$ cat src/rtl/disp_buf_arbiter_pkg.sv
// Shared definitions for the two-requester display character buffer:
// FSM encoding, row geometry, fill character and address helpers.
package disp_buf_arbiter_pkg;

  localparam int ADDR_W = 5;
  localparam int COL_W  = 4;
  localparam int DATA_W = 8;
  localparam int DEPTH  = 1 << ADDR_W;

  localparam int          DISP_ROW_LEN = 16;
  localparam logic [7:0]  DISP_BLANK   = 8'h20;

  typedef logic [ADDR_W-1:0] addr_t;
  typedef logic [DATA_W-1:0] char_t;

  typedef enum logic [1:0] {
    S_CLEAR  = 2'd0,
    S_IDLE   = 2'd1,
    S_GRANT  = 2'd2,
    S_FINISH = 2'd3
  } state_t;

  function automatic addr_t make_addr(input logic row, input logic [COL_W-1:0] col);
    return {row, col};
  endfunction

endpackage

$ cat src/rtl/disp_buf_arbiter_if.sv
// Requester and LCD-read bundle for disp_buf_arbiter. The master side is the
// requesters plus the LCD reader; the slave side is the arbiter itself.
interface disp_buf_arbiter_if;
  import disp_buf_arbiter_pkg::*;

  // Handshake: a character transfers on a rising edge where gnt_x (acting as
  // ready) and wvalid_x are both high; wvalid_x/wdata_x are ignored otherwise.
  // req_x must stay high for the whole row; dropping it aborts the burst.
  addr_t mem_addr;
  char_t mem_bus;
  logic  req_a, req_b;
  logic  row_a, row_b;
  logic  wvalid_a, wvalid_b;
  char_t wdata_a, wdata_b;
  logic  gnt_a, gnt_b;
  logic  done_a, done_b;
  logic  busy;

  modport master (
    output mem_addr, req_a, req_b, row_a, row_b,
           wvalid_a, wvalid_b, wdata_a, wdata_b,
    input  mem_bus, gnt_a, gnt_b, done_a, done_b, busy
  );

  modport slave (
    input  mem_addr, req_a, req_b, row_a, row_b,
           wvalid_a, wvalid_b, wdata_a, wdata_b,
    output mem_bus, gnt_a, gnt_b, done_a, done_b, busy
  );

endinterface

$ cat src/rtl/char_ram.sv
// 32x8 character store: one write port, one registered read port.
// Only the read register is reset; the array is initialised by the clear sweep.
module char_ram
  import disp_buf_arbiter_pkg::*;
(
  input  logic  clk,
  input  logic  rst,
  input  logic  we,
  input  addr_t waddr,
  input  char_t wdata,
  input  addr_t raddr,
  output char_t rdata
);

  char_t mem [DEPTH];

  always_ff @(posedge clk) begin
    if (we) begin
      mem[waddr] <= wdata;
    end
  end

  // Read-during-write to the same address returns the old contents.
  always_ff @(posedge clk) begin
    if (rst) begin
      rdata <= '0;
    end else begin
      rdata <= mem[raddr];
    end
  end

endmodule

$ cat src/rtl/disp_buf_arbiter.sv
// Round-robin arbiter giving two requesters whole-row write access to a
// 2x16 LCD character buffer, with a 32-cycle blank-fill after reset.
module disp_buf_arbiter
  import disp_buf_arbiter_pkg::*;
#(
  parameter int         ROW_LEN = DISP_ROW_LEN,
  parameter logic [7:0] BLANK   = DISP_BLANK
) (
  input  logic               clk,
  input  logic               rst,
  disp_buf_arbiter_if.slave  bus,
  output state_t             state_dbg
);

  state_t            state;
  addr_t             clr_addr;
  logic [COL_W-1:0]  col;
  logic              row_q;
  logic              owner_b;
  logic              last_b;
  logic              gnt_a_q, gnt_b_q;
  logic              done_a_q, done_b_q;
  logic              busy_q;

  logic  own_req, own_wvalid, wr_fire, last_col, pick_b;
  char_t own_wdata;
  logic  ram_we;
  addr_t ram_waddr;
  char_t ram_wdata;

  assign own_req    = owner_b ? bus.req_b    : bus.req_a;
  assign own_wvalid = owner_b ? bus.wvalid_b : bus.wvalid_a;
  assign own_wdata  = owner_b ? bus.wdata_b  : bus.wdata_a;
  assign wr_fire    = (state == S_GRANT) && own_wvalid;
  // ROW_LEN above 16 is not supported: the column counter is COL_W bits.
  assign last_col   = (col == COL_W'(ROW_LEN - 1));
  // B wins when it asks alone, or when both ask and A held the last grant.
  assign pick_b     = bus.req_b && (!bus.req_a || !last_b);

  always_comb begin
    ram_we    = 1'b0;
    ram_waddr = '0;
    ram_wdata = '0;
    if (!rst) begin
      if (state == S_CLEAR) begin
        ram_we    = 1'b1;
        ram_waddr = clr_addr;
        ram_wdata = BLANK;
      end else if (wr_fire) begin
        ram_we    = 1'b1;
        ram_waddr = make_addr(row_q, col);
        ram_wdata = own_wdata;
      end
    end
  end

  always_ff @(posedge clk) begin
    if (rst) begin
      state    <= S_CLEAR;
      clr_addr <= '0;
      col      <= '0;
      row_q    <= 1'b0;
      owner_b  <= 1'b0;
      last_b   <= 1'b1;
      gnt_a_q  <= 1'b0;
      gnt_b_q  <= 1'b0;
      done_a_q <= 1'b0;
      done_b_q <= 1'b0;
      busy_q   <= 1'b1;
    end else begin
      done_a_q <= 1'b0;
      done_b_q <= 1'b0;
      case (state)
        S_CLEAR: begin
          clr_addr <= clr_addr + 1'b1;
          if (clr_addr == addr_t'(DEPTH - 1)) begin
            state  <= S_IDLE;
            busy_q <= 1'b0;
          end
        end
        S_IDLE: begin
          if (bus.req_a || bus.req_b) begin
            owner_b <= pick_b;
            row_q   <= pick_b ? bus.row_b : bus.row_a;
            col     <= '0;
            gnt_a_q <= !pick_b;
            gnt_b_q <= pick_b;
            busy_q  <= 1'b1;
            state   <= S_GRANT;
          end
        end
        S_GRANT: begin
          if (wr_fire && !last_col) begin
            col <= col + 1'b1;
          end
          // A completed row wins over a simultaneous req drop.
          if ((wr_fire && last_col) || !own_req) begin
            gnt_a_q  <= 1'b0;
            gnt_b_q  <= 1'b0;
            busy_q   <= 1'b0;
            last_b   <= owner_b;
            done_a_q <= wr_fire && last_col && !owner_b;
            done_b_q <= wr_fire && last_col && owner_b;
            state    <= S_FINISH;
          end
        end
        S_FINISH: state <= S_IDLE;
        default:  state <= S_CLEAR;
      endcase
    end
  end

  char_ram u_char_ram (
    .clk   (clk),
    .rst   (rst),
    .we    (ram_we),
    .waddr (ram_waddr),
    .wdata (ram_wdata),
    .raddr (bus.mem_addr),
    .rdata (bus.mem_bus)
  );

  assign bus.gnt_a  = gnt_a_q;
  assign bus.gnt_b  = gnt_b_q;
  assign bus.done_a = done_a_q;
  assign bus.done_b = done_b_q;
  assign bus.busy   = busy_q;
  assign state_dbg  = state;

endmodule

$ cat src/flat_wrapper.sv
// flat-port wrapper written by rule: the top's interface ports become plain ports
module disp_buf_arbiter_flat import disp_buf_arbiter_pkg::*;
#(
  parameter int         ROW_LEN = DISP_ROW_LEN,
  parameter logic [7:0] BLANK   = DISP_BLANK
)
  (clk, rst, state_dbg, bus_mem_addr, bus_req_a, bus_req_b, bus_row_a, bus_row_b, bus_wvalid_a, bus_wvalid_b, bus_wdata_a, bus_wdata_b, bus_mem_bus, bus_gnt_a, bus_gnt_b, bus_done_a, bus_done_b, bus_busy);
  disp_buf_arbiter_if bus_i ();
  input  logic clk;
  input  logic rst;
  output state_t state_dbg;
  input wire logic [$bits(bus_i.mem_addr)-1:0] bus_mem_addr;
  input wire logic [$bits(bus_i.req_a)-1:0] bus_req_a;
  input wire logic [$bits(bus_i.req_b)-1:0] bus_req_b;
  input wire logic [$bits(bus_i.row_a)-1:0] bus_row_a;
  input wire logic [$bits(bus_i.row_b)-1:0] bus_row_b;
  input wire logic [$bits(bus_i.wvalid_a)-1:0] bus_wvalid_a;
  input wire logic [$bits(bus_i.wvalid_b)-1:0] bus_wvalid_b;
  input wire logic [$bits(bus_i.wdata_a)-1:0] bus_wdata_a;
  input wire logic [$bits(bus_i.wdata_b)-1:0] bus_wdata_b;
  output wire logic [$bits(bus_i.mem_bus)-1:0] bus_mem_bus;
  output wire logic [$bits(bus_i.gnt_a)-1:0] bus_gnt_a;
  output wire logic [$bits(bus_i.gnt_b)-1:0] bus_gnt_b;
  output wire logic [$bits(bus_i.done_a)-1:0] bus_done_a;
  output wire logic [$bits(bus_i.done_b)-1:0] bus_done_b;
  output wire logic [$bits(bus_i.busy)-1:0] bus_busy;
  assign bus_i.mem_addr = bus_mem_addr;
  assign bus_i.req_a = bus_req_a;
  assign bus_i.req_b = bus_req_b;
  assign bus_i.row_a = bus_row_a;
  assign bus_i.row_b = bus_row_b;
  assign bus_i.wvalid_a = bus_wvalid_a;
  assign bus_i.wvalid_b = bus_wvalid_b;
  assign bus_i.wdata_a = bus_wdata_a;
  assign bus_i.wdata_b = bus_wdata_b;
  assign bus_mem_bus = bus_i.mem_bus;
  assign bus_gnt_a = bus_i.gnt_a;
  assign bus_gnt_b = bus_i.gnt_b;
  assign bus_done_a = bus_i.done_a;
  assign bus_done_b = bus_i.done_b;
  assign bus_busy = bus_i.busy;
  disp_buf_arbiter #(.ROW_LEN(ROW_LEN), .BLANK(BLANK)) u_core (.clk(clk), .rst(rst), .bus(bus_i), .state_dbg(state_dbg));
endmodule
$ cat config.mk
export PLATFORM = sky130hd
export DESIGN_NAME = disp_buf_arbiter_flat
export DESIGN_NICKNAME = d
export VERILOG_FILES = /design/src/rtl/disp_buf_arbiter_pkg.sv /design/src/rtl/disp_buf_arbiter_if.sv /design/src/rtl/char_ram.sv /design/src/rtl/disp_buf_arbiter.sv /design/src/flat_wrapper.sv
export SDC_FILE = /design/constraint.sdc
export NUM_CORES = 1
export LEC_CHECK = 0
export ABC_AREA = 1
export CAP_MARGIN = 30
export CORE_MARGIN = 1.5
export CORE_UTILIZATION = 50
export DETAILED_ROUTE_END_ITERATION = 8
export PLACE_DENSITY = 0.67
export SYNTH_ARGS = -nofsm -noshare
export SYNTH_HDL_FRONTEND = slang
export SYNTH_HIERARCHICAL = 1
export SYNTH_SLANG_ARGS = --single-unit
$ cat constraint.sdc
create_clock -name clk -period 2.5 [get_ports clk]
set_input_delay 0.375 -clock clk [delete_from_list [all_inputs] [get_ports clk]]
set_output_delay 0.375 -clock clk [all_outputs]
set_load 0.1 [all_outputs]
# --- Word level (Yosys, flattened, before mapping) ---
# Memory sizes are Yosys's and may differ from the RTL's. A register that Yosys moved wholly into a read port is not among the register bits.
# Index checks and enable logic that the tools add are counted.
word_totals:
  ram_bits: 256
  out_inout_bits: 15
  wordCells: 80
  register_bits: 19
  memories: 1
  in_bits: 29
op_classes:
  bitwise_logic: 2
  mux: 30
  n_eq_ne: 9
  addsub: 2
  reduce_logical: 25
mem_list:
  columns: ["memory", "depth", "word_bits", "rd", "rd_clocked_by_memory_dff", "wr", "line_no", "rtl"]
  rows:
  - ["u_core.u_char_ram.mem", 32, 8, 1, 1, 1, "char_ram.sv:15", "char_t mem [DEPTH];"]
ops:
  columns: ["cell", "n"]
  rows:
  - ["2-to-1 mux 8 bit", 4]
  - ["2-to-1 mux 5 bit", 3]
  - ["2-to-1 mux 1 bit", 13]
  - ["AND reduction 3 bit", 3]
  - ["2-to-1 mux 4 bit", 2]
  - ["case mux 2 bit (4 select lines)", 1]
  - ["case mux 4 bit (2 select lines)", 1]
  - ["logical AND 1 bit", 6]
  - ["logical NOT 1 bit", 6]
  - ["2-to-1 mux 2 bit", 3]
  - ["inequality test 2 bit (second input constant)", 3]
  - ["adder 5 x 1 -> 5 bit (second input constant)", 1]
  - ["equality test 5 bit (second input constant)", 1]
  - ["adder 4 x 1 -> 4 bit (second input constant)", 1]
  - ["equality test 2 bit (second input constant)", 2]
  - ["equality test 4 bit (second input constant)", 1]
  - ["case mux 1 bit (2 select lines)", 2]
  - ["AND reduction 2 bit", 2]
  - ["AND reduction 4 bit", 1]
  - ["logical OR 1 bit", 3]
  - ["case mux 1 bit (3 select lines)", 1]
  - ["nonzero test 3 bit", 1]
  - ["OR reduction 3 bit", 1]
  - ["equality test 2 x 1 -> 1 bit (second input constant)", 1]
  - ["other kinds (4)", 5]

# --- Longest topological paths before layout ---
# Gate-level depths: netlist of the first run.
depth:
  word_depth: 7
  depth_mapped: 12
  ltp_nobuf: 10

# --- Hierarchy ---
# Netlist of the first run, hierarchy kept.
modules_own_cells:
  columns: ["module", "cells_per_inst", "seq_area_each_um2", "n_inst", "area_per_inst_um2"]
  rows:
  - ["char_ram", 931, 7847.5, 1, 10680.2]
  - ["disp_buf_arbiter", 179, 380.4, 1, 1229.9]

# --- Least setup slack after synthesis of the first run ---
# OpenSTA, ideal clock, no wires.
synth_timing:
  path_kind: "register to register"
  startpoint: "register u_core.state[0], in the netlist u_core/state_dbg[0]"
  endpoint: "memory u_core/u_char_ram/mem[29][0] (netlist name) (enable)"
  n_path_buf: 0
  slack_ps: -500
  path_stages_with_launch: 8
  t_arrival_ps: 2629
  cell_sequence: "dfxtp_1 -> inv_1 -> ha_1 -> clkinv_1 -> nor2_1 -> nor3_1 -> nand3_1 -> nor2_1"
synth_between:
  elab_cells_between_ends: 11
synth_lines:
  columns: ["item", "line_no", "rtl"]
  rows:
  - ["from (decl)", "disp_buf_arbiter.sv:15", "state_t state;"]
  - ["from (signal assigned)", "disp_buf_arbiter.sv:59", "state <= S_CLEAR;"]
  - ["from (signal assigned)", "disp_buf_arbiter.sv:77", "state <= S_IDLE;"]
  - ["from (signal assigned)", "disp_buf_arbiter.sv:89", "state <= S_GRANT;"]
  - ["equality test 2 bit", "disp_buf_arbiter.sv:34", "assign wr_fire = (state == S_GRANT) && own_wvalid;"]
  - ["logical AND 1 bit", "disp_buf_arbiter.sv:34", null]
  - ["2-to-1 mux 5 bit", "disp_buf_arbiter.sv:49", "end else if (wr_fire) begin"]
  - ["2-to-1 mux 5 bit *", "disp_buf_arbiter.sv:45", "if (state == S_CLEAR) begin"]
  - ["2-to-1 mux 5 bit *", "disp_buf_arbiter.sv:44", "if (!rst) begin"]
  - ["via u_core.ram_waddr[4]", "disp_buf_arbiter.sv:28", "addr_t ram_waddr;"]
  - ["to (decl)", "char_ram.sv:15", null]
# Mark *: on every way through the listed nets, which the timed path passes. The rest lies on a longest branch.

# --- Worst setup path after layout of the first run ---
layout_timing:
  startpoint: "register u_core.state[0], in the netlist u_core/state_dbg[0]"
  endpoint: "memory u_core/u_char_ram/mem[14][1] (netlist name) (enable)"
# Same word-level chain as after synthesis.

==> metrics, run 1 <==
area delta synth->final=18.1%; Root Buffer=clkbuf_16; sw frac=22.1%; grt peak-use layer=met2; Yosys top cell by area=edfxtp_1; nets=1235; Hold Path Class=in -> reg; crit start category=flip-flop; Core Rows=56; GRT overflow=0; Fin. Hold Viols=0; # diodes=0; Psw=2.17 mW; Initial Utilization=50.9%; post-route insts no fill=1539; CTS max path bufs=3; Cells after Synth=1110; crit path cell chain=inv_1, ha_2, buf_4, buf_4, nand2_1, a21oi_1, buf_4, nand3_1, nor2_2; Buf/Inv on CP=4; wire per inst=18.8 um; drt pass-1 iters=5; clk_lat worst skew=0.54 ns; crit path max fanout=8; area fraction of the dominant cell type after synthesis=64.5%; routed vias/inst=5.37; Worst Skew=0.0115 ns; RSZ-0062 raised after global routing=true; post-synthesis cell area=11900 um2; Num CTS Buffers=28; Max-slew headroom=62.0%; layout cells sized above 1=14.9%; Vias=8270; Seq/Total Area, Yosys=69.1%; number of antenna violations at the first check in global routing=0; DRC=0; power consumption=9.81 mW; post-route ant nets=0; Post-DP HPWL=18.1 mm; H-Tree Level Count=1; Clock power frac=41.0%; GPL Wtd Cong=0.845; placed insts=1488; Core Area=23400 um2; CP delay by family, top=simple AND/OR/NAND/NOR gates; Post-CTS Setup Repair Bufs=0; synth warn=6; crit share post-route=96.2%; leak pwr=5.23 nW; post-layout minimum cycle time=2.40 ns; largest net degree at the start of global routing=129; Slowest cell on crit path=nor2_2; sequential share of power=52.3%; I/O pin cnt=44; die area=24800 um2; clk slew on worst S/H paths=0.06 ns; internal power=7.64 mW; Synth Register Bits=283; nature of the critical path endpoint=flip-flop; cts hold-fix bufs=0; Post-Route WL=28.9 mm; vias in the first global route=7928; status=complete, no violations; FMAX=416 MHz; Netlist cell types=30; Final setup viols=0; Setup WS pre-CTS=-0.378 ns; number of max-cap violations=0; CP Data Required Time=2.68 ns; Vert. Die Dim=157 um; VDD IR-drop max=0.497 mV; Die X=157 um; syn nets=1146; Worst Path Class, Setup=reg -> reg; PnR worst setup slack=0.0956 ns; first-pass GRT wire length=44.8 mm; initial DRC count=766; syn_area_per_cell=10.7 um2; IO buf count=43; final slew viol count=0; CTS sink cnt=283; Comb power frac=6.7%; P per Cell Area=698 nW/um2; top cells by area in the synthesized netlist=edfxtp_1, nand2_1, nand3_1; Final Util=60.1%; Slew @ Worst Pin=0.570 ns; met3 Resource Use GR=3.63%; Critical Path Max Stage Delay=0.46 ns; most used cell, CP=buf_4; GR Util met1=33.3%; grt met2 use=39.6%; Total GRT Usage=24.2%; crit path DAT=2.59 ns; CTS tree=built
state kept, by name (all words and copies together), names as in the netlist, 2 cells and up:
name and cells:
u_core/col 4, u_core/u_char_ram/mem 256, u_core/state_dbg 2, u_core/u_char_ram/rdata 8
u_core/clr_addr 5
final cells by class:
cell class,instances,area (um2)
clock buffer,32,737
clock inverter,19,151
fill,1929,9340
inverter,32,124
multi-input combinational,738,3350
sequential,283,8240
tap,319,399
timing repair buffer,116,1070
worst reg2reg max path, stage by stage (launching register included):
cell	delay [ns]
dfxtp_4	0.34
inv_1	0.08
ha_2	0.25
buf_4	0.14
buf_4	0.13
nand2_1	0.07
a21oi_1	0.14
buf_4	0.15
nand3_1	0.29
nor2_2	0.46
power by group through the flow:
stage	logic [mW]	registers (mW)	clock network (mW)
after global placement	0.642	5.23	0
after floorplan	0.346	5.31	0
after CTS	0.651	5.13	4.08
after global routing	0.714	5.13	4.26
after detailed placement	0.645	5.23	0
final	0.656	5.13	4.02
path summary, 6_finish.rpt:
kind                            slack (ns)  cells after the start                                      to                        startpoint
worst max-delay path                   0.1                      9  u_core/u_char_ram/mem[14][1]$_DFFE_PP_  u_core/state_dbg[0]$_SDFFE_PP0P_
worst max register to register         0.1                      9  u_core/u_char_ram/mem[14][1]$_DFFE_PP_  u_core/state_dbg[0]$_SDFFE_PP0P_
worst min-delay path                  0.43                      3               u_core/row_q$_SDFFE_PP0P_                         bus_row_a
worst min register to register        0.46                      2            u_core/bus.busy$_SDFFE_PP1P_      u_core/bus.busy$_SDFFE_PP1P_
per-stage QoR:
stage / area, um2 / hold slack [ns] / setup TNS (ns)
floorplan: 11900 / 0.444 / 0
CTS: 14000 / 0.417 / -0.351
global placement: 13100 / 0.451 / -35.38
global route: 14100 / 0.441 / -0.265
finish: 14100 / 0.425 / 0
detailed placement: 13100 / 0.450 / -39.12
cell families (layout without fill, tap and decap cells):
family | count (synthesis) | after routing | share of synthesized area [%]
xor gates and xnor gates | 1 | 1 | 0.0736
DFF | 283 | 283 | 69.1
and+or+nand+nor | 670 | 670 | 23.7
adders and majority gates | 7 | 7 | 0.735
AOI/OAI and AO/OA | 60 | 60 | 2.96
buffers and inverters | 89 | 199 | 3.46
layout by cell type, fill, tap and decap left out, types with 10 or more instances in the layout:
cell | netlist | final
dfxtp_1 | 27 | 25
inv_1 | 23 | 23
o21ai_1 | 15 | 15
nand3_1 | 194 | 193
buf_4 | 3 | 78
a21oi_1 | 17 | 16
nor2_1 | 103 | 87
nand2_1 | 357 | 357
buf_12 | 0 | 11
clkbuf_16 | 0 | 29
nor2_2 | 1 | 12
clkdlybuf4s50_1 | 0 | 26
clkinv_2 | 0 | 10
edfxtp_1 | 256 | 256
o21ai_0 | 15 | 15
synthesized netlist by cell type:
cell      number
buf_6          3
edfxtp_1     256
nand3_2        2
inv_2          7
dfxtp_1       27
xnor2_1        1
buf_4          3
o21ai_1       15
a21oi_2        7
buf_2         35
a21oi_1       17
clkbuf_1      11
nor3_4         1
nor3_1         4
o21ai_2        3
nand2_2        3
nor2_1       103
nor2_2         1
inv_1         23
buf_1          5
ha_1           7
o21ai_0       15
nand3_4        1
o32ai_2        1
nand4_1        4
nand3_1      194
a31oi_1        1
o211ai_1       1
clkinv_1       2
nand2_1      357
timing repair:
| item | CTS | global route |
|---|---|---|
| endpoints found under the hold margin | 0 | 0 |
| pin swaps | 0 | 1 |
| setup endpoints to repair | 136 | 184 |
| resized for setup | 14 | 11 |
metal layers:
| metal | wire (um) | up-vias |
|---|---|---|
| li1 | - | 3998 |
| met5 | 0 | - |
| met3 | 1970 | 45 |
| met2 | 13900 | 308 |
| met4 | 640 | 0 |
| met1 | 12500 | 3919 |
Note: power is estimated with default switching activity, not from simulation.
==> run 2, diff against run 1 <==
--- a/config.mk
+++ b/config.mk
@@ -13,5 +13,4 @@
 export PLACE_DENSITY = 0.67
 export SYNTH_ARGS = -nofsm -noshare
 export SYNTH_HDL_FRONTEND = slang
-export SYNTH_HIERARCHICAL = 1
 export SYNTH_SLANG_ARGS = --single-unit
==> run 2 against run 1 <==
Clock skew about the same. Synthesized cell count up 0.45%. Final cell count up 0.39%. Combinational power rose to 3.7 times the previous value. Power up 25%. Utilization down 0.11 points. Critical endpoint is now u_core.u_char_ram.mem[31][7]$_DFFE_PP_. Largest cell class unchanged. Largest power group unchanged.
==> metrics, run 2 <==
CP delay by family, top=simple AND/OR/NAND/NOR gates; Seq/Total Area, Yosys=68.9%; vias in the first global route=7843; FMAX=438 MHz; crit path max fanout=8; H-Tree Level Count=1; VDD IR-drop max=0.730 mV; CTS tree=built; max reg flops=256; Buf/Inv on CP=4; synth warn=0; syn_area_per_cell=10.7 um2; Synth Register Bits=283; P per Cell Area=870 nW/um2; most common cell after layout, fill and taps aside=nand2_1; worst r2r src=u_core.state_dbg[0]$_SDFFE_PP0P_; number of antenna violations at the first check in global routing=0; DRC=0; PnR worst setup slack=0.218 ns; area delta synth->final=17.9%; dpl cell area=13200 um2; Post-Route WL=27.9 mm; Core Rows=56; post-route insts no fill=1545; post-layout minimum cycle time=2.28 ns; number of max-cap violations=0; status=complete, no violations; crit share post-route=91.3%; Core Area=23500 um2; Max-slew headroom=61.8%; Post-synth ARST share=0%; Final Util=60.0%; IO buf count=43; Hold Path Class=in -> reg; Largest regs=u_core.u_char_ram.mem: 256 flops, u_core.u_char_ram.rdata: 8 flops, u_core.clr_addr: 5 flops; clk_lat worst skew=0.53 ns; die area=24800 um2; Most flops, register=u_core.u_char_ram.mem; layout cells sized above 1=13.5%; crit path DAT=2.52 ns; nets=1241; first-pass GRT wire length=43.3 mm; Worst Path Class, Setup=reg -> reg; I/O pin cnt=44; syn nets=1152; Netlist cell types=31; routed vias/inst=5.32; Yosys top cell by area=edfxtp_1; dominant synthesized flop cell=edfxtp_1; Die X=158 um; GRT overflow=0; initial DRC count=749; Worst Skew=0.0117 ns; Setup WS pre-CTS=-0.0116 ns; post-route ant nets=0; CTS max path bufs=3; Slowest cell on crit path=dfxtp_4; Setup crit start=u_core.state_dbg[0]$_SDFFE_PP0P_; placed insts=1492; Vert. Die Dim=158 um; drt pass-1 iters=5; # diodes=0; Root Buffer=clkbuf_16; clk slew on worst S/H paths=0.06 ns; Synth top cells by count=nand2_1, edfxtp_1, nand3_1, nor2_1, dfxtp_1; Vias=8220; final slew viol count=0; wire per inst=18.0 um; crit path cell chain=inv_1, ha_1, inv_2, nor2_1, nor2_1, nand2_1, nor2_1, nand2_1, buf_4, nor2_1, buf_4; top cells by area in the synthesized netlist=edfxtp_1, nand2_1, nand3_1; largest net degree at the start of global routing=81; area fraction of the dominant cell type after synthesis=64.4%; Num CTS Buffers=29; GPL Wtd Cong=0.842; post-synthesis cell area=11900 um2; RSZ-0062 raised after global routing=false; commonest non-fill, non-tap cells in the layout=nand2_1, edfxtp_1, nand3_1, nor2_1, buf_4; CP Data Required Time=2.73 ns; leak pwr=5.33 nW; Hold WS=0.411 ns; Initial Utilization=50.9%; nature of the critical path endpoint=flip-flop; Fin. Hold Viols=0; Critical Path Max Stage Delay=0.37 ns; Cells after Synth=1115; post-cts resize count=0; most used cell, CP=nor2_1; most common cell in the netlist=nand2_1; CTS sink cnt=283; Slew @ Worst Pin=0.571 ns; Post-synth EDFFs=256; Post-CTS Setup Repair Bufs=0; cts hold-fix bufs=0; Total GRT Usage=23.4%; Final setup viols=0; crit start category=flip-flop; Finished Cell Area=14100 um2; Post-DP HPWL=17.2 mm; hold wc startpoint=bus_row_b
==> run 2: changes by cell type in the layout (fill, tap and decap cells not counted), moves of 3 or more <==
cell      previous run  this run
nand2_4              0         4
nor2_2              12         5
nor2_1              87       106
clkinv_1             5         9
clkinv_2            10         7
nand3_1            193       183
nor2_4               5         1
==> run 2: final cells by class <==
class	instances	area, um2
well taps	319	399
clock inverters	17	128
multi-input cells	743	3330
clock buffers	36	772
fillers	1964	9390
flip-flops and latches	283	8240
inverters	31	118
repair buffers	116	1100
==> run 2: report_power, final <==
group          total, mW  leakage (nW)  switching [mW]  internal [mW]
logic               2.45          2.36            1.66          0.787
clock network       4.06         0.442            1.69           2.37
registers           5.74          2.53           0.136           5.60
total               12.2          5.33            3.49           8.76
==> run 2: metal layers <==
| layer | vias to the layer above | global-route usage [%] | share of wire, % |
|---|---|---|---|
| met1 | 3924 | 31.8 | 42 |
| met5 | - | 0 | 0 |
| met3 | 44 | 3.44 | 5.7 |
| met4 | 0 | 6.69 | 2.3 |
| li1 | 3993 | - | - |
| met2 | 259 | 39.5 | 50 |
==> run 2: logic make-up (layout without fill, tap and decap cells) <==
family | after synthesis | after routing | share of synthesized area (%)
muxes | 1 | 1 | 0.0838
DFF | 283 | 283 | 68.9
buffers and inverters | 89 | 200 | 3.61
xor gates and xnor gates | 1 | 1 | 0.0733
adders and majority gates | 8 | 8 | 0.838
AOI/OAI and AO/OA | 61 | 61 | 2.74
and+or+nand+nor | 672 | 672 | 23.8
==> run 2: path summary, 6_finish.rpt <==
kind	end	slack, ns	depth (start not counted)
setup / recovery	u_core.u_char_ram.mem[31][7]$_DFFE_PP_	0.22	11
hold / removal	u_core.row_q$_SDFFE_PP0P_	0.41	3
setup reg to reg	u_core.u_char_ram.mem[31][7]$_DFFE_PP_	0.22	11
hold reg to reg	u_core.bus.busy$_SDFFE_PP1P_	0.50	2
==> run 2: through the flow <==
stage          power, mW  TNS, ns
3_3_place_gp        8.24        0
3_5_place_dp        8.28   -0.123
6_report            12.2        0
2_1_floorplan       7.36        0
5_1_grt             12.8        0
4_1_cts             12.3        0
==> run 2: worst register-to-register path: cells and delay by family (launching register included) <==
family,cells,cell delay (ns)
DFF,1,0.37
adders and majority gates,1,0.29
buffers and inverters,4,0.60
and+or+nand+nor,6,0.71
==> run 3, diff against run 2 <==
--- a/config.mk
+++ b/config.mk
@@ -9,8 +9,10 @@
 export CAP_MARGIN = 30
 export CORE_MARGIN = 1.5
 export CORE_UTILIZATION = 50
+export CTS_BUF_LIST = sky130_fd_sc_hd__clkbuf_8
 export DETAILED_ROUTE_END_ITERATION = 8
 export PLACE_DENSITY = 0.67
+export REMOVE_ABC_BUFFERS = 1
 export SYNTH_ARGS = -nofsm -noshare
 export SYNTH_HDL_FRONTEND = slang
 export SYNTH_SLANG_ARGS = --single-unit
==> run 3 against run 2 <==
Clock power shrank 8.6%. Routed wire length up 2.2%. Via count is 1.7% higher. Non-clock buffer count increased by 8. Design area barely moved. Combinational power barely moved. First-iteration DRC count is 13% higher. Utilization increased by 0.053 points. Sequential share of layout area fell by 0.096 points. Critical path type unchanged. Critical endpoint is now u_core.u_char_ram.mem[16][7]$_DFFE_PP_. Largest cell class unchanged. Largest power group unchanged.
==> metrics, run 3 (synthesis results as in run 2) <==
status=complete, no violations; wire per inst=18.0 um; GPL Wtd Cong=0.823; Num CTS Buffers=44; Core Area=23500 um2; H-Tree Level Count=2; GR Util met1=33.3%; CTS max path bufs=3; IO buf count=43; clk_lat worst skew=0.56 ns; Fin. Hold Viols=0; Setup WS pre-CTS=-0.0414 ns; nature of the critical path endpoint=flip-flop; clk slew on worst S/H paths=0.06 ns; largest net degree at the start of global routing=83; PnR worst setup slack=0.136 ns; Initial Utilization=50.9%; FMAX=423 MHz; Vias=8359; crit start category=flip-flop; RR Endpoint=u_core.u_char_ram.mem[16][7]$_DFFE_PP_; # diodes=0; first-pass GRT wire length=44.5 mm; crit path max fanout=8; leak pwr=5.45 nW; commonest non-fill, non-tap cells in the layout=nand2_1, edfxtp_1, nand3_1, nor2_1, buf_4; Die X=158 um; P per Cell Area=845 nW/um2; Vert. Die Dim=158 um; reg2reg path depth=9; met3 Resource Use GR=3.69%; Slew @ Worst Pin=0.630 ns; routed vias/inst=5.28; I/O pin cnt=44; Worst Skew=0.0224 ns; Hold Path Depth=3; Hold Path Class=in -> reg; Final setup viols=0; Post-DP HPWL=17.7 mm; worst r2r src=u_core.state_dbg[1]$_SDFFE_PP0P_; CP Data Required Time=2.68 ns; CTS tree=built; sequential cell area=8230 um2; number of max-cap violations=0; Largest regs=u_core.u_char_ram.mem: 256 flops, u_core.u_char_ram.rdata: 8 flops, u_core.clr_addr: 5 flops; Post-CTS Setup Repair Bufs=0; max reg flops=256; DRC=0; Max-slew headroom=57.8%; footprint of the multi-input gates=3330 um2; VDD IR-drop max=0.601 mV; Final Util=60.0%; Root Buffer=clkbuf_8; vias in the first global route=8174; nets=1264; Core Rows=56; die area=24800 um2; post-route ant nets=0; CTS sink cnt=283; Worst Path Class, Setup=reg -> reg; Hold WS=0.408 ns; layout cells sized above 1=15.0%; area delta synth->final=18.0%; GRT overflow=0; number of antenna violations at the first check in global routing=0; most common cell after layout, fill and taps aside=nand2_1; crit share post-route=94.5%; initial DRC count=844; crit path DAT=2.54 ns; hold wc startpoint=bus_row_a; grt peak-use layer=met2; FF-to-FF setup slack=0.14 ns; Hold EP=u_core.row_q$_SDFFE_PP0P_; final slew viol count=0; RSZ-0062 raised after global routing=false; fillers=1922; Finished Cell Area=14100 um2; Total GRT Usage=24.1%; grt met2 use=39.2%; drt pass-1 iters=6; dpl cell area=13200 um2; Post-Route WL=28.5 mm; Most flops, register=u_core.u_char_ram.mem; post-layout minimum cycle time=2.36 ns
-- run 3: where the power goes --
part | internal [mW] | total (mW) | switching (mW)
clock | 1.99 | 3.71 | 1.71
combinational | 0.810 | 2.48 | 1.67
sequential | 5.60 | 5.73 | 0.131
-- run 3: layout make-up --
class | count | area share, %
repair buffers | 124 | 8.20
clock buffers | 52 | 5.08
clock inverters | 30 | 1.05
multi-input cells | 743 | 23.6
inverters | 31 | 0.835
well taps | 319 | 2.83
flip-flops and latches | 283 | 58.4
-- run 3: per-layer routing --
layer | routed length [um] | vias up
met2 | 13800 | 335
li1 | - | 4049
met1 | 12100 | 3943
met3 | 1990 | 32
met4 | 581 | 0
met5 | 0 | -
-- run 3: timing repair --
item	4_1_cts	5_1_grt
hold buffers	0	0
gates resized for setup	0	6
setup endpoints to repair	0	159
-- run 3: stage by stage --
step                instances  TNS (ns)  power (mW)
finish                   1582         0        11.9
global placement         1500   -0.0644        8.23
CTS                      1582         0        12.0
floorplan                1057   -327.87        7.25
detailed placement       1500    -0.329        8.29
global route             1582         0        12.5
-- run 3: worst max path at each step --
| stage | startpoint | slack (ns) | depth (start not counted) | endpoint |
|---|---|---|---|---|
| after floorplan | u_core.state_dbg[0]$_SDFFE_PP0P_ | -0.77 | 5 | u_core.u_char_ram.mem[0][0]$_DFFE_PP_ |
| after global placement | rst | -0.008 | 8 | u_core.u_char_ram.mem[24][5]$_DFFE_PP_ |
| after detailed placement | rst | -0.04 | 8 | u_core.u_char_ram.mem[24][1]$_DFFE_PP_ |
| after CTS | u_core.state_dbg[1]$_SDFFE_PP0P_ | 0.02 | 10 | u_core.u_char_ram.mem[20][6]$_DFFE_PP_ |
| after global routing | u_core.state_dbg[1]$_SDFFE_PP0P_ | 0.004 | 12 | u_core.u_char_ram.mem[15][4]$_DFFE_PP_ |
| final | u_core.state_dbg[1]$_SDFFE_PP0P_ | 0.14 | 9 | u_core.u_char_ram.mem[16][7]$_DFFE_PP_ |
-- run 3: worst max-delay path, stage by stage (launching register included) --
cell     delay, ns
dfxtp_2       0.35
inv_1         0.09
ha_1          0.28
inv_2         0.09
buf_4         0.16
nor2_1        0.13
a21oi_1       0.06
inv_1         0.14
o21ai_4       0.15
nor2_1        0.52
